File: src/rtl/guest_sysctl.sv
// System-control block for MiST guest cores: clock-enable strobes plus a
// stretched core reset sequenced from board, config, OSD/button and download sources.
module guest_sysctl #(
  parameter int unsigned     DIV_W          = 3,
  parameter int unsigned     FAST_BITS      = 2,
  parameter int unsigned     AUX_DIV        = 6,
  parameter int unsigned     CFG_W          = 5,
  parameter logic [CFG_W-1:0] CFG_MASK      = '1,
  parameter logic [7:0]      DL_INDEX       = 8'd1,
  parameter int unsigned     STRETCH_CYCLES = 16,
  parameter int unsigned     POR_CYCLES     = 64
) (
  input  logic             clk_sys,
  input  logic             reset,
  input  logic [CFG_W-1:0] cfg_i,
  input  logic             osd_reset_i,
  input  logic             button_reset_i,
  input  logic             ioctl_download_i,
  input  logic [7:0]       ioctl_index_i,
  output logic             ce_fast_o,
  output logic             ce_slow_o,
  output logic             ce_aux_o,
  output logic             sys_reset_o,
  output logic [3:0]       reset_cause_o
);

  localparam int unsigned MAX_LEN = (POR_CYCLES > STRETCH_CYCLES) ? POR_CYCLES : STRETCH_CYCLES;
  localparam int unsigned CNT_W   = $clog2(MAX_LEN + 1);
  localparam int unsigned AUX_W   = (AUX_DIV > 1) ? $clog2(AUX_DIV) : 1;

  localparam logic [CNT_W-1:0] POR_LEN  = CNT_W'(POR_CYCLES);
  localparam logic [CNT_W-1:0] STR_LEN  = CNT_W'(STRETCH_CYCLES);
  localparam logic [AUX_W-1:0] AUX_LAST = AUX_W'(AUX_DIV - 1);

  typedef enum logic [1:0] {
    HOLD    = 2'd0,
    STRETCH = 2'd1,
    RUN     = 2'd2
  } state_e;

  logic [DIV_W-1:0] div_q;
  logic [AUX_W-1:0] aux_q;
  logic             ce_fast_q, ce_slow_q, ce_aux_q;
  logic [CFG_W-1:0] cfg_q;

  state_e           state_q, state_d;
  logic [CNT_W-1:0] cnt_q, cnt_d;
  logic [3:0]       cause_q, cause_d;
  logic             sys_reset_q;

  logic             chg, dl, src;
  logic [3:0]       srcbits;
  logic [CNT_W-1:0] len;

  // Strobes are registered compares of the pre-increment counter value, so
  // the first post-release cycle has every strobe high.
  always_ff @(posedge clk_sys) begin
    if (reset) begin
      div_q     <= '0;
      aux_q     <= '0;
      ce_fast_q <= 1'b0;
      ce_slow_q <= 1'b0;
      ce_aux_q  <= 1'b0;
    end else begin
      div_q     <= div_q + DIV_W'(1);
      ce_fast_q <= (div_q[FAST_BITS-1:0] == '0);
      ce_slow_q <= (div_q == '0);
      aux_q     <= (aux_q == AUX_LAST) ? '0 : aux_q + AUX_W'(1);
      ce_aux_q  <= (aux_q == '0);
    end
  end

  // Tracked even during reset so releasing reset never looks like a config change.
  always_ff @(posedge clk_sys) begin
    cfg_q <= cfg_i;
  end

  assign chg     = |((cfg_i ^ cfg_q) & CFG_MASK);
  assign dl      = ioctl_download_i & (ioctl_index_i == DL_INDEX);
  assign src     = chg | osd_reset_i | button_reset_i | dl;
  assign srcbits = {dl, osd_reset_i | button_reset_i, chg, 1'b0};
  assign len     = cause_q[0] ? POR_LEN : STR_LEN;

  always_comb begin
    state_d = state_q;
    cnt_d   = cnt_q;
    cause_d = cause_q;
    unique case (state_q)
      HOLD: begin
        if (src) begin
          cause_d = cause_q | srcbits;
        end else if (len == '0) begin
          state_d = RUN;
        end else begin
          state_d = STRETCH;
          cnt_d   = len - CNT_W'(1);
        end
      end
      STRETCH: begin
        if (src) begin
          state_d = HOLD;
          cause_d = cause_q | srcbits;
        end else if (cnt_q == '0) begin
          state_d = RUN;
        end else begin
          cnt_d = cnt_q - CNT_W'(1);
        end
      end
      RUN: begin
        // A fresh reset episode records only its own causes.
        if (src) begin
          state_d = HOLD;
          cause_d = srcbits;
        end
      end
      default: begin
        state_d = HOLD;
      end
    endcase
  end

  always_ff @(posedge clk_sys) begin
    if (reset) begin
      state_q     <= HOLD;
      cnt_q       <= '0;
      cause_q     <= 4'b0001;
      sys_reset_q <= 1'b1;
    end else begin
      state_q     <= state_d;
      cnt_q       <= cnt_d;
      cause_q     <= cause_d;
      sys_reset_q <= (state_d != RUN);
    end
  end

  assign ce_fast_o     = ce_fast_q;
  assign ce_slow_o     = ce_slow_q;
  assign ce_aux_o      = ce_aux_q;
  assign sys_reset_o   = sys_reset_q;
  assign reset_cause_o = cause_q;

endmodule

File: config.mk
export PLATFORM = sky130hd
export DESIGN_NAME = guest_sysctl
export DESIGN_NICKNAME = d
export VERILOG_FILES = /design/src/rtl/guest_sysctl.sv
export SDC_FILE = /design/constraint.sdc
export NUM_CORES = 1
export LEC_CHECK = 0
export BUFFER_PORTS_ARGS = -buffer_cell sky130_fd_sc_hd__buf_2
export CAP_MARGIN = 20
export CORE_MARGIN = 2
export CORE_UTILIZATION = 57
export DETAILED_ROUTE_END_ITERATION = 8
export HOLD_SLACK_MARGIN = 0.06
export PLACE_DENSITY_LB_ADDON = 0.3
export SETUP_SLACK_MARGIN = 0.05
export SYNTH_ARGS = -nofsm -noshare
export SYNTH_HDL_FRONTEND = slang
export SYNTH_SLANG_ARGS = --single-unit
File: constraint.sdc
create_clock -name clk_sys -period 4.48 [get_ports clk_sys]
set_input_delay 0.448 -clock clk_sys [delete_from_list [all_inputs] [get_ports clk_sys]]
set_output_delay 0.448 -clock clk_sys [all_outputs]
set_load 0.03 [all_outputs]
Word level (Yosys, flattened, before mapping)
Index checks and enable logic that the tools add are counted.
{"block": "word_totals", "ff_bits": 28, "input_bits": 18}
{"block": "op_classes", "n_bitwise": 7, "mux": 15, "addsub": 4, "reduce_logical": 13, "n_eq_ne": 11}
{"operator": "two-way mux 7 bit", "n": 5}
{"operator": "logical NOT 7 bit", "n": 2}
{"operator": "one-hot mux 7 bit (2 select lines)", "n": 1}
{"operator": "subtractor 7 x 1 -> 7 bit (second input constant)", "n": 2}
{"operator": "inequality test 2 bit (second input constant)", "n": 6}
{"operator": "two-way mux 2 bit", "n": 5}
{"operator": "equality test 8 x 1 -> 1 bit (second input constant)", "n": 1}
{"operator": "two-way mux 4 bit", "n": 2}
{"operator": "one-hot mux 4 bit (2 select lines)", "n": 1}
{"operator": "adder 3 x 1 -> 3 bit (second input constant)", "n": 2}
{"operator": "logical NOT 3 bit", "n": 2}
{"operator": "one-hot mux 2 bit (3 select lines)", "n": 1}
{"operator": "AND reduction 5 bit", "n": 1}
{"operator": "OR reduction 5 bit", "n": 1}
{"operator": "XOR 5 bit", "n": 1}
{"operator": "logical NOT 2 bit", "n": 2}
{"operator": "OR 1 bit", "n": 4}
{"operator": "OR 4 bit", "n": 1}
{"operator": "nonzero test 2 bit", "n": 2}
{"operator": "OR reduction 2 bit", "n": 2}
{"operator": "equality test 3 bit (second input constant)", "n": 1}
{"operator": "AND reduction 3 bit", "n": 1}
{"operator": "equality test 2 x 1 -> 1 bit (second input constant)", "n": 1}
{"operator": "equality test 2 bit (second input constant)", "n": 1}
{"operator": "2 further kinds", "n": 2}

Logic depth before layout (Yosys ltp)
{"block": "logic_depth", "ltp_word": 8, "depth_mapped": 9}

Worst setup path before layout
Ideal clock, no wire load.
{"block": "synth_path", "path_type": "register to register", "from": "reg state_q[0]", "to": "reg cnt_q[4]", "stages_incl_launch_ff": 9, "setup_time_ps": 70, "t_arrival_ps": 1732, "slack_ps": 2678, "required_ps": 4410, "cell_sequence": "dfxtp_1 nor2b_1 clkbuf_1 nand2_1 ha_1 nor3b_1 xnor2_1 a211o_1 a21oi_1"}
{"block": "synth_via", "elab_chain_len": 3}
{"element": "start, declared", "line_no": "46", "text": "state_e state_q, state_d;"}
{"element": "start signal, assigned", "line_no": "129", "text": "state_q <= state_d;"}
{"element": "equality test 2 x 1 -> 1 bit / logical NOT 2 bit (equally long branches)", "line_no": "88", "text": "unique case (state_q)"}
{"element": "inequality test 2 bit (no source line) / nonzero test 2 bit (equally long branches)"}
{"element": "AND reduction 5 bit (no source line)"}
{"element": "end signal, assigned", "line_no": "130", "text": "cnt_q <= cnt_d;"}
{"element": "end, declared", "line_no": "47", "text": "logic [CNT_W-1:0] cnt_q, cnt_d;"}
Parallel ways exist; a longest one is shown, timed or not.
A chain may end at the register's enable or synchronous reset.

Worst setup path in the final report
{"block": "layout_path", "from": "reg state_q[0]", "to": "reg cnt_q[6]"}
Same word-level chain as after synthesis.

==> flow_summary.ini <==
[logic_synthesis]
synthDistinctLibCells = 37
synth_cells = 137
synth-edff-count = 0
synth-main-ff-cell = dfxtp_1
ys_ff_latch = 28
ys_seq_area_frac = 0.4358
async_reset_ff_frac = 0
yosys_warnings = 0
syn_area_per_cell_um2 = 9.389
netlist_area_mm2 = 0.001286
syn-num-nets = 161

[critical_path]
cp.arrival_ps = 2340
crit_fanout = 10
worst-setup-path-type = register to register
required_ps = 4690
critPathCaptureType = register
worst_setup_path_start_kind = register

[timing]
period_needed_ps = 2131
setup_viol_count_final = 0
maxSlewViolCount = 0
final_hold_viol_count = 0
fin_tns_setup_ps = 0
max_clock_freq_ghz = 0.4693
rsz0062_at_grt = false
relSlewSlack = 0.6257
worst_pin_slew_ps = 560.4
fin_skew_ps = 1.271
fin_ws_ps = 2349
finalCritPeriodShare = 0.4756

[clock_tree]
cts_setup_buffers = 0
cts_hold_buf = 0
cts_htree_levels = 1
cts_tree = yes
cts-root-buf = clkbuf_4
cts.sinks = 28
numCtsBuffers = 3
cts.repair.resized = 0
cts.path.max_buffers = 2
clk-insertion-delay-late_ps = 320
clk_pin_slew_ps = 140

[power_and_ir_drop]
p_leak_nw = 0.6172
power.density_mw_per_mm2 = 300.2
p_int_mw = 0.3333
pwr-share-comb = 0.123
p_sw_frac = 0.2415
p_clk_frac = 0.270
pwr-share-seq = 0.607
peakVddDrop_uv = 241.3
p_switching_mw = 0.1061
report.power.total_mw = 0.4395

[drt]
drc_errors = 0
drt_wl_total_mm = 2.188
drt_iter0_drc = 7
drtAntennaViolNets = 0
vias = 1003
wl_per_cell_um = 11.52
viasPerCell = 5.279
first_pass_iters = 4

[global_routing]
antenna_found_initial = 0
grt_pass1_wl_mm = 3.891
grt_max_degree = 23
gr-total-overflow = 0
grt_use_total = 0.1917
grt_pass1_vias = 982

[placed_design]
port_buffers = 25
dpl_worst_slack_ps = 2357
hpwl_mm = 1.728
place.gp.congestion = 0.8243

[finish]
drive_gt1_frac = 0.2284
syn_to_final_growth_pct = 13.81
insertedDiodeCount = 0
nets = 187
nFillCells = 190

[job]
max_cap_viol_count = 0

[worst_hold_path]
hold_class = primary input to register

[floorplan]
die_area_mm2 = 0.002653
dieHeight_um = 51.51
io_pins = 26
start_util = 0.5928
core_area_mm2 = 0.002170
row_count = 17
die_w_um = 51.51

[run_status]
status = completed
-- per-layer routing --
| metal | share of wire | global-route usage |
|---|---|---|
| met3 | 0.048 | 0.03161 |
| met5 | 0 | 0 |
| met1 | 0.45 | 0.2176 |
| met4 | 0.011 | 0.09649 |
| met2 | 0.49 | 0.3440 |
-- power by group through the flow --
stage	clock network (mW)	registers, mW	logic, mW
global placement	0	0.272	0.0518
CTS	0.124	0.267	0.0550
detailed placement	0	0.272	0.0547
floorplan	0	0.279	0.0281
finish	0.119	0.267	0.0542
global route	0.133	0.268	0.0611
-- cells in the final DEF (no fill, tap or decap), types with 3 or more instances in the layout --
cell,instances
nor2_1,14
xor2_1,5
nand2b_1,3
nand2_1,11
xnor2_1,3
nor3_1,3
nor2b_1,7
buf_2,25
ha_1,6
dfxtp_1,28
nor3b_1,3
and2_1,4
clkbuf_4,3
a211oi_1,4
a21oi_1,9
inv_1,7
-- synthesized netlist by cell type, drive strengths merged (2+ instances only) --
cell type,count,area [µm²]
dfxtp,28,560.5
nor2,14,52.55
nand2,11,41.29
a21oi,9,45.04
inv,7,26.28
nor2b,7,43.79
ha,6,75.07
nor3,5,35.03
xor2,5,43.79
a211oi,4,30.03
and2,4,25.02
nor3b,4,35.03
a31oi,3,33.78
nand2b,3,18.77
xnor2,3,26.28
buf,2,11.26
clkbuf,2,7.510
mux2i,2,20.02
nand3,2,10.01
o21bai,2,15.01
or3,2,12.51
-- through the flow --
stage / utilization / instance area, µm² / hold WS [ps] / std cells
2_1_floorplan: - / 1286 / 412.8 / 137
3_3_place_gp: 0.6580 / 1428 / 424.9 / 186
3_5_place_dp: 0.6580 / 1428 / 435.8 / 186
4_1_cts: 0.6747 / 1464 / 227.9 / 190
5_1_grt: 0.6747 / 1464 / 218.6 / 190
6_report: 0.6747 / 1464 / 241.1 / 190
-- layout make-up --
type | instances | area (µm²) | area share
multi-input combinational | 98 | 680.7 | 0.4650
inverter | 7 | 26.28 | 0.01795
clock buffer | 4 | 36.28 | 0.02479
sequential | 28 | 560.5 | 0.3829
tap | 28 | 35.03 | 0.02393
timing repair buffer | 25 | 125.1 | 0.08547
-- flip-flops by register name, indices dropped and copies added (netlist names) --
name / count
cfg_q: 5
ce_fast_o: 1
ce_aux_o: 1
cnt_q: 7
reset_cause_o: 4
div_q: 3
sys_reset_o: 1
aux_q: 3
state_q: 2
ce_slow_o: 1
-- critical path: stages (launching register included) --
cell     delay [ps]
dfxtp_1         420
nor2b_1         500
nand2_1         120
ha_1            290
nor3b_1         180
nand2_1         100
mux2i_1         220
a21o_1          140
a21oi_1          50
-- worst paths after layout --
path / start / end / slack (ps) / cells past startpoint
max: state_q[0] / cnt_q[6] / 2350 / 8
min: cfg_i[3] / cfg_q[3] / 240 / 1
max reg2reg: state_q[0] / cnt_q[6] / 2350 / 8
min reg2reg: div_q[2] / ce_slow_o / 450 / 1
-- kinds of logic (layout without fill, tap and decap cells) --
| family | after synthesis | count (layout) | synth area share |
|---|---|---|---|
| AOI/OAI and AO/OA | 25 | 25 | 0.1479 |
| xor gates and xnor gates | 8 | 8 | 0.05448 |
| adders and majority gates | 6 | 6 | 0.05836 |
| buffers and inverters | 11 | 36 | 0.03502 |
| DFF | 28 | 28 | 0.4358 |
| muxes | 2 | 2 | 0.01556 |
| and+or+nand+nor | 57 | 57 | 0.2529 |
Power figures use the tool's default switching activity.
